<file path="src/rtl/fir_pkg.sv">
// rtl/fir_pkg.sv - shared 4-PAM code constants, slicer FSM states and helpers
package fir_pkg;

   localparam logic [2:0] PAM_P1 = 3'b001;
   localparam logic [2:0] PAM_P3 = 3'b011;
   localparam logic [2:0] PAM_M1 = 3'b111;
   localparam logic [2:0] PAM_M3 = 3'b101;

   // Centre tap 500 with a +/-2 symbol swing
   localparam int NOM_THRESH = 1000;

   typedef enum logic [1:0] {
      IDLE = 2'd0,
      ACQ  = 2'd1,
      RUN  = 2'd2
   } slicer_state_t;

   function automatic logic [1:0] pam_idx(input logic [2:0] c);
      case (c)
         PAM_P3:  return 2'd0;
         PAM_P1:  return 2'd1;
         PAM_M1:  return 2'd2;
         default: return 2'd3;
      endcase
   endfunction

endpackage

</file>
<file path="src/rtl/sym_fifo.sv">
// rtl/sym_fifo.sv - synchronous first-word-fall-through FIFO with flush
module sym_fifo #(
   parameter int WIDTH = 3,
   parameter int DEPTH = 8
) (
   input  logic             i_clk,
   input  logic             i_rst_n,
   input  logic             i_clr,
   input  logic             i_push,
   input  logic [WIDTH-1:0] i_data,
   input  logic             i_pop,
   output logic [WIDTH-1:0] o_data,
   output logic             o_empty,
   output logic             o_full
);

   localparam int AW = $clog2(DEPTH);
   localparam logic [AW:0] FULL_CNT = (AW + 1)'(DEPTH);

   logic [WIDTH-1:0] r_mem [DEPTH];
   logic [AW-1:0]    r_wr_ptr;
   logic [AW-1:0]    r_rd_ptr;
   logic [AW:0]      r_count;
   logic [WIDTH-1:0] r_last;
   logic             w_pop;
   logic             w_wr;

   assign o_empty = (r_count == '0);
   assign o_full  = (r_count == FULL_CNT);
   assign w_pop   = i_pop & ~o_empty;
   // A pop in the same cycle frees the slot, so a push while full still lands
   assign w_wr    = i_push & (~o_full | w_pop);

   // Head falls through; when empty the last head seen is held
   assign o_data  = o_empty ? r_last : r_mem[r_rd_ptr];

   always_ff @(posedge i_clk or negedge i_rst_n) begin
      if (!i_rst_n) begin
         r_wr_ptr <= '0;
         r_rd_ptr <= '0;
         r_count  <= '0;
         r_last   <= '0;
      end else if (i_clr) begin
         r_wr_ptr <= '0;
         r_rd_ptr <= '0;
         r_count  <= '0;
         r_last   <= '0;
      end else begin
         if (w_wr)
            r_wr_ptr <= r_wr_ptr + AW'(1);
         if (w_pop)
            r_rd_ptr <= r_rd_ptr + AW'(1);
         if (w_wr && !w_pop)
            r_count <= r_count + (AW + 1)'(1);
         else if (w_pop && !w_wr)
            r_count <= r_count - (AW + 1)'(1);
         if (!o_empty)
            r_last <= r_mem[r_rd_ptr];
      end
   end

   always_ff @(posedge i_clk) begin
      if (w_wr && !i_clr)
         r_mem[r_wr_ptr] <= i_data;
   end

endmodule

</file>
<file path="src/rtl/pam4_slicer_rx.sv">
// rtl/pam4_slicer_rx.sv - 4-PAM decimating slicer with lock FSM and symbol FIFO (option SLICER_STATS_EN)
module pam4_slicer_rx
   import fir_pkg::*;
#(
   parameter int OSR         = 3,
   parameter int WARMUP_SYMS = 11,
   parameter int FIFO_DEPTH  = 8,
   parameter int TH_W        = 16
) (
   input  logic            iClk12M,
   input  logic            iRsn,
   input  logic            iEnSample600k,
   input  logic            iCoeffUpdateFlag,
   input  logic [15:0]     iFirOut,
   input  logic [1:0]      iPhaseSel,
   input  logic [TH_W-1:0] iThresh,
   input  logic            iRdEn,
   output logic [2:0]      oSymCode,
   output logic            oEmpty,
   output logic            oFull,
   output logic            oOverflow,
`ifdef SLICER_STATS_EN
   output logic            oLocked,
   output logic [15:0]     oCntP3,
   output logic [15:0]     oCntP1,
   output logic [15:0]     oCntM1,
   output logic [15:0]     oCntM3
`else
   output logic            oLocked
`endif
);

   localparam int               CMP_W   = TH_W + 1;
   localparam int               WU_W    = $clog2(WARMUP_SYMS + 1);
   localparam logic [1:0]       PH_LAST = 2'(OSR - 1);
   localparam logic [WU_W-1:0]  WU_LAST = WU_W'(WARMUP_SYMS - 1);

   slicer_state_t          r_state;
   slicer_state_t          w_state_nxt;
   logic [1:0]             r_phase;
   logic [WU_W-1:0]        r_warm;
   logic                   r_ovf;
   logic                   w_clr;
   logic                   w_sym_end;
   logic                   w_dec;
   logic                   w_empty;
   logic                   w_full;
   logic                   w_pop_ok;
   logic signed [CMP_W-1:0] w_v;
   logic signed [CMP_W-1:0] w_t;
   logic signed [CMP_W-1:0] w_nt;
   logic [2:0]             w_code;

   // IDLE and the cycle the flag is seen both act as a synchronous flush
   assign w_clr     = iCoeffUpdateFlag | (r_state == IDLE);
   assign w_sym_end = iEnSample600k & (r_phase == PH_LAST);

   always_ff @(posedge iClk12M or negedge iRsn) begin
      if (!iRsn)
         r_state <= IDLE;
      else
         r_state <= w_state_nxt;
   end

   always_comb begin
      w_state_nxt = r_state;
      if (iCoeffUpdateFlag)
         w_state_nxt = IDLE;
      else begin
         case (r_state)
            IDLE:    w_state_nxt = ACQ;
            ACQ:     if (w_sym_end && r_warm == WU_LAST) w_state_nxt = RUN;
            RUN:     w_state_nxt = RUN;
            default: w_state_nxt = IDLE;
         endcase
      end
   end

   always_comb begin
      oLocked = 1'b0;
      if (r_state == RUN)
         oLocked = 1'b1;
   end

   always_ff @(posedge iClk12M or negedge iRsn) begin
      if (!iRsn) begin
         r_phase <= '0;
         r_warm  <= '0;
      end else if (w_clr) begin
         r_phase <= '0;
         r_warm  <= '0;
      end else begin
         if (iEnSample600k)
            r_phase <= (r_phase == PH_LAST) ? 2'd0 : r_phase + 2'd1;
         if (r_state == ACQ && w_sym_end)
            r_warm <= r_warm + WU_W'(1);
      end
   end

   assign w_dec = (r_state == RUN) & ~iCoeffUpdateFlag & iEnSample600k & (r_phase == iPhaseSel);

   // One extra bit so that -T stays representable
   assign w_v  = {{(CMP_W - 16){iFirOut[15]}}, iFirOut};
   assign w_t  = {1'b0, iThresh};
   assign w_nt = -w_t;

   always_comb begin
      w_code = PAM_M3;
      if (w_v >= w_t)
         w_code = PAM_P3;
      else if (!w_v[CMP_W-1])
         w_code = PAM_P1;
      else if (w_v >= w_nt)
         w_code = PAM_M1;
   end

   assign w_pop_ok = iRdEn & ~w_empty;

   always_ff @(posedge iClk12M or negedge iRsn) begin
      if (!iRsn)
         r_ovf <= 1'b0;
      else if (w_clr)
         r_ovf <= 1'b0;
      else if (w_dec && w_full && !w_pop_ok)
         r_ovf <= 1'b1;
   end

   sym_fifo #(
      .WIDTH (3),
      .DEPTH (FIFO_DEPTH)
   ) u_fifo (
      .i_clk   (iClk12M),
      .i_rst_n (iRsn),
      .i_clr   (w_clr),
      .i_push  (w_dec),
      .i_data  (w_code),
      .i_pop   (iRdEn),
      .o_data  (oSymCode),
      .o_empty (w_empty),
      .o_full  (w_full)
   );

   assign oEmpty    = w_empty;
   assign oFull     = w_full;
   assign oOverflow = r_ovf;

`ifdef SLICER_STATS_EN
   logic [15:0] r_cnt [4];
   logic [1:0]  w_idx;

   assign w_idx = pam_idx(w_code);

   // Dropped decisions are still counted; counters stick at all-ones
   always_ff @(posedge iClk12M or negedge iRsn) begin
      if (!iRsn) begin
         for (int k = 0; k < 4; k++) r_cnt[k] <= '0;
      end else if (w_clr) begin
         for (int k = 0; k < 4; k++) r_cnt[k] <= '0;
      end else if (w_dec && r_cnt[w_idx] != 16'hFFFF) begin
         r_cnt[w_idx] <= r_cnt[w_idx] + 16'd1;
      end
   end

   assign oCntP3 = r_cnt[0];
   assign oCntP1 = r_cnt[1];
   assign oCntM1 = r_cnt[2];
   assign oCntM3 = r_cnt[3];
`endif

endmodule

</file>
<file path="config.mk">
export PLATFORM = sky130hd
export DESIGN_NAME = pam4_slicer_rx
export DESIGN_NICKNAME = d
export VERILOG_FILES = /design/src/rtl/fir_pkg.sv /design/src/rtl/sym_fifo.sv /design/src/rtl/pam4_slicer_rx.sv
export SDC_FILE = /design/constraint.sdc
export NUM_CORES = 1
export LEC_CHECK = 0
export ABC_CLOCK_PERIOD_IN_PS = 3690
export BUFFER_PORTS_ARGS = -buffer_cell sky130_fd_sc_hd__buf_2
export CAP_MARGIN = 30
export CORE_UTILIZATION = 60
export CTS_CLUSTER_DIAMETER = 120
export CTS_CLUSTER_SIZE = 30
export DETAILED_ROUTE_END_ITERATION = 12
export HOLD_SLACK_MARGIN = 0.08
export PLACE_DENSITY_LB_ADDON = 0.25
export SYNTH_ARGS = -nofsm -noshare
export SYNTH_HDL_FRONTEND = slang
export SYNTH_HIERARCHICAL = 1
export SYNTH_SLANG_ARGS = --single-unit
</file>
<file path="constraint.sdc">
create_clock -name iClk12M -period 3.69 [get_ports iClk12M]
set_clock_uncertainty 0.1 [all_clocks]
set_input_delay 0.369 -clock iClk12M [delete_from_list [all_inputs] [get_ports iClk12M]]
set_output_delay 0.369 -clock iClk12M [all_outputs]
set_load 0.005 [all_outputs]
</file>
==> results of run 1 <==
per-layer routing:
layer | part of all wire | wire, microns | vias up
met5 | 0 | 0 | -
met4 | 0.021 | 131 | 0
met3 | 0.033 | 210 | 11
met2 | 0.51 | 3254 | 66
met1 | 0.43 | 2766 | 1184
li1 | - | - | 1281
flip-flops by register name, indices dropped and copies added (netlist names), 2 cells and up:
| name | flops |
|---|---|
| r_state | 2 |
| u_fifo/r_wr_ptr | 3 |
| u_fifo/r_count | 4 |
| r_warm | 4 |
| u_fifo/r_last | 3 |
| u_fifo/r_mem | 24 |
| r_phase | 2 |
| u_fifo/r_rd_ptr | 3 |
worst max-delay path: stages:
cell	delay (ns)
sky130_fd_sc_hd__buf_2	0.12
sky130_fd_sc_hd__or3_4	0.42
sky130_fd_sc_hd__or3_4	0.40
sky130_fd_sc_hd__nand3b_4	0.18
sky130_fd_sc_hd__nor3_2	0.13
sky130_fd_sc_hd__xnor2_1	0.09
sky130_fd_sc_hd__ha_1	0.30
sky130_fd_sc_hd__nand3_1	0.09
sky130_fd_sc_hd__or4_1	0.50
sky130_fd_sc_hd__o2111ai_1	0.48
metrics by stage:
| stage | total power, uW | std cells |
|---|---|---|
| after global routing | 1224 | 453 |
| after CTS | 1164 | 453 |
| after floorplan | 767.6 | 338 |
| after detailed placement | 863.3 | 444 |
| final | 1156 | 453 |
| after global placement | 849.4 | 444 |
layout make-up:
class,count,area share
well taps,70,0.02322
clock inverters,3,0.005640
multi-input cells,251,0.5196
flip-flops and latches,46,0.3371
clock buffers,5,0.01825
repair buffers,48,0.06636
inverters,30,0.02986
worst max path at each step:
stage | from | endpoint | slack [ns] | depth (start not counted)
finish | iThresh[4] | u_fifo/r_mem[1][1]$_DFFE_PP_ | 0.53 | 10
global route | iThresh[4] | u_fifo/r_mem[1][1]$_DFFE_PP_ | 0.28 | 11
CTS | iThresh[4] | u_fifo/r_mem[1][1]$_DFFE_PP_ | 0.53 | 10
detailed placement | iThresh[4] | u_fifo/r_mem[1][1]$_DFFE_PP_ | 0.22 | 10
global placement | iThresh[4] | u_fifo/r_mem[0][1]$_DFFE_PP_ | 0.30 | 10
floorplan | iThresh[4] | u_fifo/r_mem[0][1]$_DFFE_PP_ | 0.61 | 9
kinds of logic (layout without fill, tap and decap cells):
family	count (synthesis)	count (layout)	synth area share
adders and majority gates	44	44	0.1656
DFF	46	46	0.3773
and+or+nand+nor	116	116	0.1961
xor gates and xnor gates	25	25	0.06498
AOI/OAI and AO/OA	49	49	0.09692
muxes	9	9	0.04902
buffers and inverters	41	86	0.04902
other	1	8	0.001113
cell usage in the layout (no fill, tap or decap), types with 3 or more instances in the layout:
cell	count
sky130_fd_sc_hd__nor2_1	40
sky130_fd_sc_hd__xor2_1	8
sky130_fd_sc_hd__a21oi_1	16
sky130_fd_sc_hd__o21ai_0	4
sky130_fd_sc_hd__mux4_2	6
sky130_fd_sc_hd__ha_1	43
sky130_fd_sc_hd__edfxtp_1	24
sky130_fd_sc_hd__a211oi_1	3
sky130_fd_sc_hd__a21o_1	4
sky130_fd_sc_hd__o22ai_1	3
sky130_fd_sc_hd__dfrtp_1	22
sky130_fd_sc_hd__xnor2_1	17
sky130_fd_sc_hd__mux2i_1	3
sky130_fd_sc_hd__inv_1	30
sky130_fd_sc_hd__conb_1	8
sky130_fd_sc_hd__nand4_1	6
sky130_fd_sc_hd__nand3_1	11
sky130_fd_sc_hd__buf_2	45
sky130_fd_sc_hd__clkbuf_8	5
sky130_fd_sc_hd__nand2b_1	4
sky130_fd_sc_hd__nand2_1	16
sky130_fd_sc_hd__nor3_2	4
sky130_fd_sc_hd__nor3_1	10
power groups by stage:
stage	Combinational (uW)	Sequential, uW	Clock, uW
final	284	569	303
after global routing	323	571	330
after CTS	287	568	308
after detailed placement	284	580	0
after global placement	270	579	0
after floorplan	192	576	0
==> results_tabular.tex, run 1 <==
\begin{tabular}{lr}
\hline
Metric & Value \\
\hline
\multicolumn{2}{l}{\textbf{Status}} \\
Outcome & complete, no violations \\
\multicolumn{2}{l}{\textbf{Global route}} \\
Busiest grt layer & met2 \\
Met2 Track Usage GR & 0.4205 \\
Antenna violations before repair & 0 \\
Total global routing overflow & 0 \\
Met3 global-route usage & 0.02976 \\
Maximum number of pins on one net before global-route repair & 23 \\
Global-route usage over all layers & 0.2279 \\
First-pass GRT wire length & 10650 microns \\
Met1 Resource Use GR & 0.2635 \\
Number of global-route vias before repair & 2470 \\
\multicolumn{2}{l}{\textbf{Clock network}} \\
Post-cts gate resize count & 0 \\
Cell at the root of the clock tree & sky130\_fd\_sc\_hd\_\_clkbuf\_8 \\
Largest buffer count on any clock path & 2 \\
Total number of H-tree levels & 2 \\
TritonCTS sink count & 46 \\
Clock-pin slew on the worst setup and hold paths & roughly 0.08 ns \\
Post-CTS Repair Setup Buffers & 0 \\
CTS buffer count & 5 \\
Clock Latency Late Sink & 0.30 ns \\
Clock tree from TritonCTS & built \\
Cts hold-fix bufs & 1 \\
\multicolumn{2}{l}{\textbf{Yosys}} \\
Most repeated cell in the gate-level netlist after synthesis & sky130\_fd\_sc\_hd\_\_ha\_1 \\
Proportion of synthesized flip-flops having asynchronous set or reset & 0.4783 \\
Largest area contributor in the netlist & sky130\_fd\_sc\_hd\_\_edfxtp\_1 \\
Mean cell area of the mapped netlist & 10.18 sq um \\
Post-synth EDFFs & 24 \\
Netlist cell types & 58 \\
Most used standard cells in the synthesized netlist & sky130\_fd\_sc\_hd\_\_ha\_1, sky130\_fd\_sc\_hd\_\_nor2\_1, sky130\_fd\_sc\_hd\_\_inv\_1, sky130\_fd\_sc\_hd\_\_edfxtp\_1, sky130\_fd\_sc\_hd\_\_dfrtp\_1 \\
Netlist area before placement & 3369 sq um \\
Portion of the post-synthesis area used by sequential elements & 0.3773 \\
Post-Syn Instances & 331 \\
Yosys warning count & 6 \\
Post-synth top area share & 0.2139 \\
Top cells by area in the synthesized netlist & sky130\_fd\_sc\_hd\_\_edfxtp\_1, sky130\_fd\_sc\_hd\_\_dfrtp\_1, sky130\_fd\_sc\_hd\_\_ha\_1, sky130\_fd\_sc\_hd\_\_nor2\_1, sky130\_fd\_sc\_hd\_\_xnor2\_1 \\
Synth Register Bits & 46 \\
Flip-flop cell with the highest count after synthesis & sky130\_fd\_sc\_hd\_\_edfxtp\_1 \\
\multicolumn{2}{l}{\textbf{Worst setup path}} \\
Reg2Reg Setup Slack & 1.29 ns \\
CP startpoint kind & input port \\
Kind of capture point of the worst setup path & flop \\
Crit path kind & input port to flop \\
Worst reg-to-reg path cell count & 7 \\
Start of the worst register-to-register path & r\_state[0]\$\_DFFE\_PN0P\_ \\
Top fanout value on the critical path & 8 \\
End of the worst register-to-register path & u\_fifo/r\_mem[0][0]\$\_DFFE\_PP\_ \\
Required time at the worst-slack endpoint & between 3 and 4 ns \\
Critical path arrival & 3.09 ns \\
\multicolumn{2}{l}{\textbf{Run}} \\
Max-capacitance violation count & 0 \\
\multicolumn{2}{l}{\textbf{Detailed routing}} \\
Drt first-iter violations & 80 \\
Vias post-DR & 2542 \\
Wire length reported by the detailed router & 6363 microns \\
DRC violations left & 0 \\
Number of nets still failing antenna checks after routing & 0 \\
Average via count per standard cell & 5.611 \\
Detailed-router iteration count before antenna repair & 4 \\
Wirelength per Cell & 14.05 microns \\
\multicolumn{2}{l}{\textbf{Final layout}} \\
Post-layout nets & around 470 \\
Area of the multi-input gates & roughly 2000 sq um \\
Post-layout util & 0.7156 \\
Post-route cell area & 3771 sq um \\
Fillers & 426 \\
Post-synthesis to final-layout area growth & 11.92\% \\
Area used by sequential logic in the layout & 1271 sq um \\
ANT cells & 0 \\
Share of post-route cells with drive strength above 1 & 0.2037 \\
\multicolumn{2}{l}{\textbf{STA}} \\
Post-layout min period & approximately 3.2 ns \\
Setup repair after global routing missed its margin & no \\
Total negative setup slack & 0 ns \\
Min setup slack post-route & $\sim$0.53 ns \\
Final hold slack & 0.1709 ns \\
Slew at the pin with the worst max-slew slack & 0.8152 ns \\
Slew margin rel. & 0.4489 \\
Pins Over Slew Limit & 0 \\
Crit share post-route & 0.8568 \\
Count of final setup violators & 0 \\
Highest clock frequency the design can meet & 316.3 MHz \\
Final hold viol count & 0 \\
\multicolumn{2}{l}{\textbf{Min path}} \\
Hold Crit Endpoint & r\_state[1]\$\_DFFE\_PN0P\_ \\
Start point of the worst hold path & iCoeffUpdateFlag \\
Hold path depth & 2 \\
Tightest Hold Check Type & input port to flop \\
\multicolumn{2}{l}{\textbf{Die}} \\
Starting Density & 0.6394 \\
Die Y & around 77 microns \\
Overall die width & 76.94 microns \\
Boundary Pins & 46 \\
Number of rows created at floorplan & 26 \\
DIE AREA & 5920 sq um \\
Area inside the core boundary & 5270 sq um \\
\multicolumn{2}{l}{\textbf{Power}} \\
Largest voltage drop on the vdd net & 157.8 uV \\
Sw Ratio & 0.3043 \\
Power Density & between 300 and 400 nW/um\^{}2 \\
P\_sw & roughly 350 uW \\
Part of the power in registers & 0.492 \\
Leakage dissipation & approximately 0.0017 uW \\
Combinational fraction of design power & 0.246 \\
Total internal power & 804.6 uW \\
Clock share of power & 0.262 \\
\multicolumn{2}{l}{\textbf{Place}} \\
Placed standard-cell area & 3671 sq um \\
Post-placement worst setup slack & $\sim$0.22 ns \\
Count of buffers from port buffering & 45 \\
Global placement routability congestion & 0.8455 \\
Detailed-placement wirelength estimate & 5194 microns \\
\hline
\end{tabular}
Note: power is estimated with default switching activity, not from simulation.
==> run 2: changes to the inputs <==
ABC_CLOCK_PERIOD_IN_PS = 2800   (was 3690)
CORE_UTILIZATION = 53   (was 60)
clock period = 2.8 ns   (was 3.69 ns; I/O delays follow)
==> run 2 against run 1 <==
Sequential cell count did not move. Via count rose by 3.5%. Utilization fell by 5.2 points. Register-to-register slack got worse by 0.80 ns. Hold slack improved by 0.051 ns. Clock power rose by 62%. Non-clock buffer count rose by 18. Largest power group unchanged.
==> results_tabular.tex, run 2 (synthesized netlist as in run 1, its figures left out) <==
\begin{tabular}{lr}
\hline
Metric & Value \\
\hline
\multicolumn{2}{l}{\textbf{Die}} \\
Overall die width & 81.74 microns (+6.2\%) \\
Area inside the core boundary & 6026 sq um (+14\%) \\
Number of rows created at floorplan & 28 (+7.7\%) \\
DIE AREA & 6681 sq um (+13\%) \\
Boundary Pins & 46 (unchanged) \\
Die Y & 81.74 microns (+6.2\%) \\
Starting Density & 0.5592 (-0.08019) \\
\multicolumn{2}{l}{\textbf{Clock network}} \\
TritonCTS sink count & 46 (unchanged) \\
Clock tree from TritonCTS & built \\
Largest buffer count on any clock path & 2 (unchanged) \\
Clock-pin slew on the worst setup and hold paths & 0.09 ns (about the same) \\
CTS buffer count & 5 (unchanged) \\
Cell at the root of the clock tree & sky130\_fd\_sc\_hd\_\_clkbuf\_8 \\
Clock Latency Late Sink & 0.30 ns (about the same) \\
Total number of H-tree levels & 2 (unchanged) \\
\multicolumn{2}{l}{\textbf{STA}} \\
Post-layout min period & 2.780 ns \\
Slew margin rel. & 0.5457 (+0.09683) \\
Setup repair after global routing missed its margin & yes \\
Slew at the pin with the worst max-slew slack & 0.6727 ns (-0.1426 ns) \\
Highest clock frequency the design can meet & 359.7 MHz \\
Count of final setup violators & 0 (unchanged) \\
Crit share post-route & 0.9930 \\
Final hold viol count & 0 (unchanged) \\
Pins Over Slew Limit & 0 (unchanged) \\
\multicolumn{2}{l}{\textbf{Run}} \\
Max-capacitance violation count & 0 (unchanged) \\
\multicolumn{2}{l}{\textbf{Worst setup path}} \\
Most used cell, CP & sky130\_fd\_sc\_hd\_\_or3\_4 \\
Required time at the worst-slack endpoint & 2.69 ns (-0.93 ns) \\
CP startpoint kind & input port \\
Crit path kind & input port to flop \\
Worst reg-to-reg path cell count & 7 (unchanged) \\
Critical path arrival & 2.67 ns (-0.42 ns) \\
WP depth & 11 (+1) \\
Critical path endpoint & u\_fifo/r\_mem[5][1]\$\_DFFE\_PP\_ \\
Critical Path Source & iThresh[2] \\
Start of the worst register-to-register path & r\_state[0]\$\_DFFE\_PN0P\_ \\
End of the worst register-to-register path & u\_fifo/r\_mem[1][2]\$\_DFFE\_PP\_ \\
Kind of capture point of the worst setup path & flop \\
Top fanout value on the critical path & 8 (unchanged) \\
Critical Path Max Stage Delay & 0.41 ns (-0.09 ns) \\
Gate family responsible for the most delay along the worst path & simple AND/OR/NAND/NOR gates \\
Cells along the critical path & buf\_6 -> or3\_4 -> or3\_4 -> nor2\_2 -> xnor2\_1 -> ha\_1 -> and4\_1 -> a221oi\_1 -> o21ai\_1 -> a31oi\_2 -> o2111ai\_4 \\
Buffers \& Inverters on Critical Path & 1 (unchanged) \\
Crit-path slowest cell & sky130\_fd\_sc\_hd\_\_or3\_4 \\
Reg2Reg Setup Slack & 0.49 ns (-0.80 ns) \\
\multicolumn{2}{l}{\textbf{Detailed routing}} \\
DRC violations left & 0 (unchanged) \\
Number of nets still failing antenna checks after routing & 0 (unchanged) \\
Drt first-iter violations & 73 (-8.8\%) \\
Detailed-router iteration count before antenna repair & 4 (unchanged) \\
Average via count per standard cell & 5.527 (-1.5\%) \\
Wire length reported by the detailed router & 6627 microns (+4.1\%) \\
Wirelength per Cell & 13.92 microns (-0.88\%) \\
Vias post-DR & 2631 (+3.5\%) \\
\multicolumn{2}{l}{\textbf{Place}} \\
Inst Count DP & 464 (+4.5\%) \\
Detailed-placement wirelength estimate & 5243 microns (+0.95\%) \\
Count of buffers from port buffering & 45 (unchanged) \\
Global placement routability congestion & 0.8677 (+2.6\%) \\
\multicolumn{2}{l}{\textbf{Final layout}} \\
Share of post-route cells with drive strength above 1 & 0.2494 (+0.04572) \\
Register with the most flip-flops & u\_fifo/r\_mem \\
Post-layout util & 0.6638 (-0.05175) \\
ANT cells & 0 (unchanged) \\
Most frequent cells in the layout & sky130\_fd\_sc\_hd\_\_ha\_1, sky130\_fd\_sc\_hd\_\_buf\_2, sky130\_fd\_sc\_hd\_\_nor2\_1, sky130\_fd\_sc\_hd\_\_inv\_1, sky130\_fd\_sc\_hd\_\_edfxtp\_1 \\
Post-synthesis to final-layout area growth & 18.72\% \\
Post-layout nets & 483 (+3.9\%) \\
Final Non-Filler Cells & 476 (+5.1\%) \\
Largest registers & u\_fifo/r\_mem x24, r\_warm x4, u\_fifo/r\_count x4 \\
Number of flip-flops in the largest register & 24 (unchanged) \\
\multicolumn{2}{l}{\textbf{Global route}} \\
Antenna violations before repair & 0 (unchanged) \\
First-pass GRT wire length & 11280 microns (+5.9\%) \\
Maximum number of pins on one net before global-route repair & 24 (+4.3\%) \\
Total global routing overflow & 0 (unchanged) \\
Global-route usage over all layers & 0.2210 (-0.006848) \\
Number of global-route vias before repair & 2604 (+5.4\%) \\
\multicolumn{2}{l}{\textbf{Power}} \\
Power Density & 409.7 nW/um\^{}2 (+34\%) \\
Largest voltage drop on the vdd net & 264.0 uV (+67\%) \\
Leakage dissipation & 0.001804 uW (+7.1\%) \\
\multicolumn{2}{l}{\textbf{Min path}} \\
Hold path depth & 3 (+1) \\
Tightest Hold Check Type & input port to flop \\
\multicolumn{2}{l}{\textbf{Status}} \\
Outcome & complete, no violations \\
\hline
\end{tabular}
==> run 2: cell count changes in the layout (fill, tap and decap cells not counted), sizes merged <==
cell,previous run,this run
clkinv,2,1
buf,47,64
clkinvlp,1,0
inv,30,31
bufinv,0,1
dlygate4sd3,1,2
==> run 2: metrics by stage <==
step           hold slack (ns)  instance area (sq um)  power [uW]  setup TNS, ns  setup WS, ns
2_1_floorplan          -0.1156                   3402        1013        -0.6255      -0.07818
5_1_grt                 0.2378                   4000        1745        -0.4704      -0.06316
3_3_place_gp            0.1757                   3796        1131         -2.707       -0.3385
3_5_place_dp            0.1795                   3796        1149         -3.476       -0.4345
6_report                0.2222                   4000        1639              0       0.01971
4_1_cts                 0.2037                   3958        1650              0      0.004008
==> run 2: what timing repair did <==
item / 4_1_cts / 5_1_grt
gates resized for setup: 4 / 6
hold buffers: 2 / 0
setup endpoints to repair: 8 / 8
buffers inserted: 1 / 1
pin swaps: 6 / 2
endpoints found under the hold margin: 24 / 0
==> run 2: how the worst min path moves through the flow <==
| stage | from | to | slack [ns] |
|---|---|---|---|
| 6_report | iRdEn | u_fifo/r_rd_ptr[1]$_DFFE_PN0P_ | 0.22 |
| 5_1_grt | iFirOut[15] | u_fifo/r_mem[7][2]$_DFFE_PP_ | 0.24 |
| 4_1_cts | iRdEn | u_fifo/r_rd_ptr[1]$_DFFE_PN0P_ | 0.20 |
| 3_5_place_dp | iRsn | r_phase[0]$_DFFE_PN0P_ | 0.18 |
| 3_3_place_gp | iRsn | r_phase[0]$_DFFE_PN0P_ | 0.18 |
| 2_1_floorplan | iRsn | oOverflow$_DFFE_PN0P_ | -0.12 |
==> run 2: cell type report <==
class / count / area (sq um)
fillers: 499 / 2026
multi-input cells: 251 / 2006
flip-flops and latches: 46 / 1271
repair buffers: 66 / 404.1
inverters: 30 / 112.6
well taps: 75 / 93.84
clock buffers: 5 / 68.82
clock inverters: 3 / 43.79
==> run 2: metal layers <==
layer  vias to the layer above  part of all wire  track usage  wire [microns]
met3                         8             0.032      0.03000             215
met2                        64              0.51       0.4182            3397
met5                         -                 0            0               0
met1                      1238              0.44       0.2498            2917
met4                         0             0.015      0.07895              97
li1                       1321                 -            -               -
==> run 2: power breakdown <==
part	switching, uW	total [uW]	internal, uW	leakage, uW
combinational	229	396	167	0.00122
sequential	18.1	750	732	0.000521
clock	225	492	267	0.0000585
total	472	1640	1170	0.00180
==> run 2: tightest hold or removal path: stages <==
cell and delay, ns:
sky130_fd_sc_hd__buf_2 0.16, sky130_fd_sc_hd__nand3_1 0.08, sky130_fd_sc_hd__a21oi_1 0.06
==> run 3: changes to the inputs <==
CORE_UTILIZATION = 48   (was 53)
PLACE_DENSITY = 0.78   (was default)
PLACE_DENSITY_LB_ADDON = default   (was 0.25)
==> run 3 against run 2 <==
Maximum frequency grew 1.0%. Register-to-register slack improved by 0.02 ns. Highest routed layer unchanged. Wire length is 2.4% higher. Combinational power up 3%. Sequential share of layout area fell by 0.60 points. Utilization is 6.4 points lower. Via count is 0.42% higher. Non-clock buffer count grew 2. Largest power group unchanged. Total power up 4.3%.
==> results_tabular.tex, run 3 (synthesized netlist as in run 1, its figures left out) <==
\begin{tabular}{lr}
\hline
Metric & Value \\
\hline
\multicolumn{2}{l}{\textbf{Clock network}} \\
Total number of H-tree levels & 2 (unchanged) \\
Clock tree from TritonCTS & built \\
TritonCTS sink count & 46 (unchanged) \\
Clock-pin slew on the worst setup and hold paths & 0.08 ns (about the same) \\
Cell at the root of the clock tree & sky130\_fd\_sc\_hd\_\_clkbuf\_8 \\
Largest buffer count on any clock path & 2 (unchanged) \\
CTS buffer count & 5 (unchanged) \\
Clock Latency Late Sink & 0.29 ns (about the same) \\
\multicolumn{2}{l}{\textbf{Detailed routing}} \\
Number of nets still failing antenna checks after routing & 0 (unchanged) \\
Wire length reported by the detailed router & 6784 microns (+2.4\%) \\
Detailed-router iteration count before antenna repair & 5 (+1) \\
Drt first-iter violations & 138 (+89\%) \\
Average via count per standard cell & 5.295 (-4.2\%) \\
Wirelength per Cell & 13.60 microns (-2.3\%) \\
DRC violations left & 0 (unchanged) \\
Vias post-DR & 2642 (+0.42\%) \\
\multicolumn{2}{l}{\textbf{Final layout}} \\
Largest registers & u\_fifo/r\_mem x24, r\_warm x4, u\_fifo/r\_count x4 \\
Fillers & 554 (+11\%) \\
Post-layout nets & 485 (+0.41\%) \\
Share of post-route cells with drive strength above 1 & 0.2630 (+0.01365) \\
Register with the most flip-flops & u\_fifo/r\_mem \\
Number of flip-flops in the largest register & 24 (unchanged) \\
Most frequent cells in the layout & sky130\_fd\_sc\_hd\_\_ha\_1, sky130\_fd\_sc\_hd\_\_buf\_2, sky130\_fd\_sc\_hd\_\_nor2\_1, sky130\_fd\_sc\_hd\_\_inv\_1, sky130\_fd\_sc\_hd\_\_edfxtp\_1 \\
Final Non-Filler Cells & 499 (+4.8\%) \\
ANT cells & 0 (unchanged) \\
Post-synthesis to final-layout area growth & 21.02\% \\
\multicolumn{2}{l}{\textbf{STA}} \\
Crit share post-route & 0.9828 (-0.01019) \\
Post-layout min period & 2.752 ns (-0.02854 ns) \\
Count of final setup violators & 0 (unchanged) \\
Slew margin rel. & 0.5656 (+0.01989) \\
Min setup slack post-route & 0.04825 ns (+0.02854 ns) \\
Setup repair after global routing missed its margin & yes \\
Pins Over Slew Limit & 0 (unchanged) \\
Slew at the pin with the worst max-slew slack & 0.6432 ns (-0.02945 ns) \\
Highest clock frequency the design can meet & 363.4 MHz (+1.0\%) \\
Final hold viol count & 0 (unchanged) \\
\multicolumn{2}{l}{\textbf{Power}} \\
Power Density & 419.3 nW/um\^{}2 (+2.4\%) \\
Leakage dissipation & 0.001827 uW (+1.3\%) \\
Largest voltage drop on the vdd net & 224.9 uV (-15\%) \\
\multicolumn{2}{l}{\textbf{Place}} \\
Inst Count DP & 487 (+5.0\%) \\
Global placement routability congestion & 0.9423 (+8.6\%) \\
Count of buffers from port buffering & 45 (unchanged) \\
Post-placement worst setup slack & -0.3912 ns (+0.04335 ns) \\
Detailed-placement wirelength estimate & 5394 microns (+2.9\%) \\
\multicolumn{2}{l}{\textbf{Worst setup path}} \\
Kind of capture point of the worst setup path & flop \\
Crit-path slowest cell & sky130\_fd\_sc\_hd\_\_or4\_4 \\
Crit path kind & input port to flop \\
Required time at the worst-slack endpoint & 2.80 ns (+0.11 ns) \\
Reg2Reg Setup Slack & 0.51 ns (+0.02 ns) \\
Top fanout value on the critical path & 8 (unchanged) \\
Worst reg-to-reg path cell count & 5 (-2) \\
Cells along the critical path & buf\_6 -> or3\_4 -> nor4\_4 -> nand3\_1 -> nor4\_2 -> xnor2\_1 -> ha\_1 -> nand3\_2 -> or4\_4 -> o2111ai\_4 \\
Critical path arrival & 2.75 ns (+0.08 ns) \\
End of the worst register-to-register path & u\_fifo/r\_mem[1][2]\$\_DFFE\_PP\_ \\
Critical Path Max Stage Delay & 0.43 ns (+0.02 ns) \\
CP startpoint kind & input port \\
Start of the worst register-to-register path & r\_state[0]\$\_DFFE\_PN0P\_ \\
\multicolumn{2}{l}{\textbf{Status}} \\
Outcome & complete, no violations \\
\multicolumn{2}{l}{\textbf{Global route}} \\
Number of global-route vias before repair & 2568 (-1.4\%) \\
Total global routing overflow & 0 (unchanged) \\
Global-route usage over all layers & 0.1953 (-0.02572) \\
Antenna violations before repair & 0 (unchanged) \\
Maximum number of pins on one net before global-route repair & 24 (unchanged) \\
First-pass GRT wire length & 11380 microns (+0.86\%) \\
\multicolumn{2}{l}{\textbf{Die}} \\
Overall die width & 85.79 microns (+5.0\%) \\
Number of rows created at floorplan & 30 (+7.1\%) \\
Die Y & 85.79 microns (+5.0\%) \\
DIE AREA & 7359 sq um (+10\%) \\
Starting Density & 0.4959 (-0.06323) \\
Area inside the core boundary & 6794 sq um (+13\%) \\
Boundary Pins & 46 (unchanged) \\
\multicolumn{2}{l}{\textbf{Min path}} \\
Tightest Hold Check Type & input port to flop \\
Start point of the worst hold path & iRdEn \\
Hold Crit Endpoint & u\_fifo/r\_rd\_ptr[1]\$\_DFFE\_PN0P\_ \\
Hold path depth & 3 (unchanged) \\
\multicolumn{2}{l}{\textbf{Run}} \\
Max-capacitance violation count & 0 (unchanged) \\
\hline
\end{tabular}
[run 3: layer usage]
metal | track usage | share of wire | vias up | wire, microns
met2 | 0.3556 | 0.52 | 66 | 3520
met1 | 0.2386 | 0.43 | 1241 | 2923
met5 | 0 | 0 | - | 0
li1 | - | - | 1322 | -
met4 | 0.06364 | 0.019 | 0 | 132
met3 | 0.02599 | 0.031 | 13 | 207
[run 3: timing repair]
action / CTS / global route
resized for setup: 5 / 8
hold buffers: 2 / 0
pin swaps: 2 / 13
hold endpoints to repair: 24 / 0
setup buffers: 0 / 3
endpoints found under the setup margin: 8 / 8
[run 3: through the flow]
stage / hold slack [ns] / utilization / setup TNS, ns / total power (uW) / area, sq um
6_report: 0.2303 / 0.6002 / 0 / 1710 / 4078
4_1_cts: 0.2095 / 0.5915 / 0 / 1712 / 4019
2_1_floorplan: -0.1156 / - / -0.6255 / 1013 / 3402
3_5_place_dp: 0.1717 / 0.5648 / -3.129 / 1149 / 3837
3_3_place_gp: 0.1702 / 0.5648 / -2.297 / 1132 / 3837
5_1_grt: 0.2497 / 0.6002 / -0.8144 / 1810 / 4078
[run 3: area by class of cell]
type                            instances  area, sq um  share of cell area
Clock buffer                            7        107.6             0.02639
Clock inverter                          1        30.03            0.007364
Inverter                               30        112.6             0.02762
Multi-Input combinational cell        251         2021              0.4956
Sequential cell                        46         1271              0.3118
Tap cell                               96        120.1             0.02946
Timing Repair Buffer                   68        415.4              0.1019
[run 3: how the worst max path moves through the flow]
stage,from,to,slack (ns),cells past startpoint
after floorplan,iThresh[4],u_fifo/r_mem[0][1]$_DFFE_PP_,-0.08,9
after global placement,iThresh[4],u_fifo/r_mem[0][1]$_DFFE_PP_,-0.29,10
after detailed placement,iThresh[4],u_fifo/r_mem[5][1]$_DFFE_PP_,-0.39,11
after CTS,iThresh[4],u_fifo/r_mem[0][1]$_DFFE_PP_,0.02,10
after global routing,iThresh[2],u_fifo/r_mem[4][1]$_DFFE_PP_,-0.10,10
final,iThresh[2],u_fifo/r_mem[5][1]$_DFFE_PP_,0.05,10
[run 3: report_power, final]
group	total, uW	switching (uW)	internal [uW]
Clock	553	208	344
Combinational	407	232	176
Sequential	750	17.5	732
[run 3: critical path: cells and delay by family]
family,cells,cell delay (ns)
xor gates and xnor gates,1,0.13
AOI/OAI and AO/OA,1,0.27
adders and majority gates,1,0.33
buffers and inverters,1,0.09
and+or+nand+nor,6,1.66
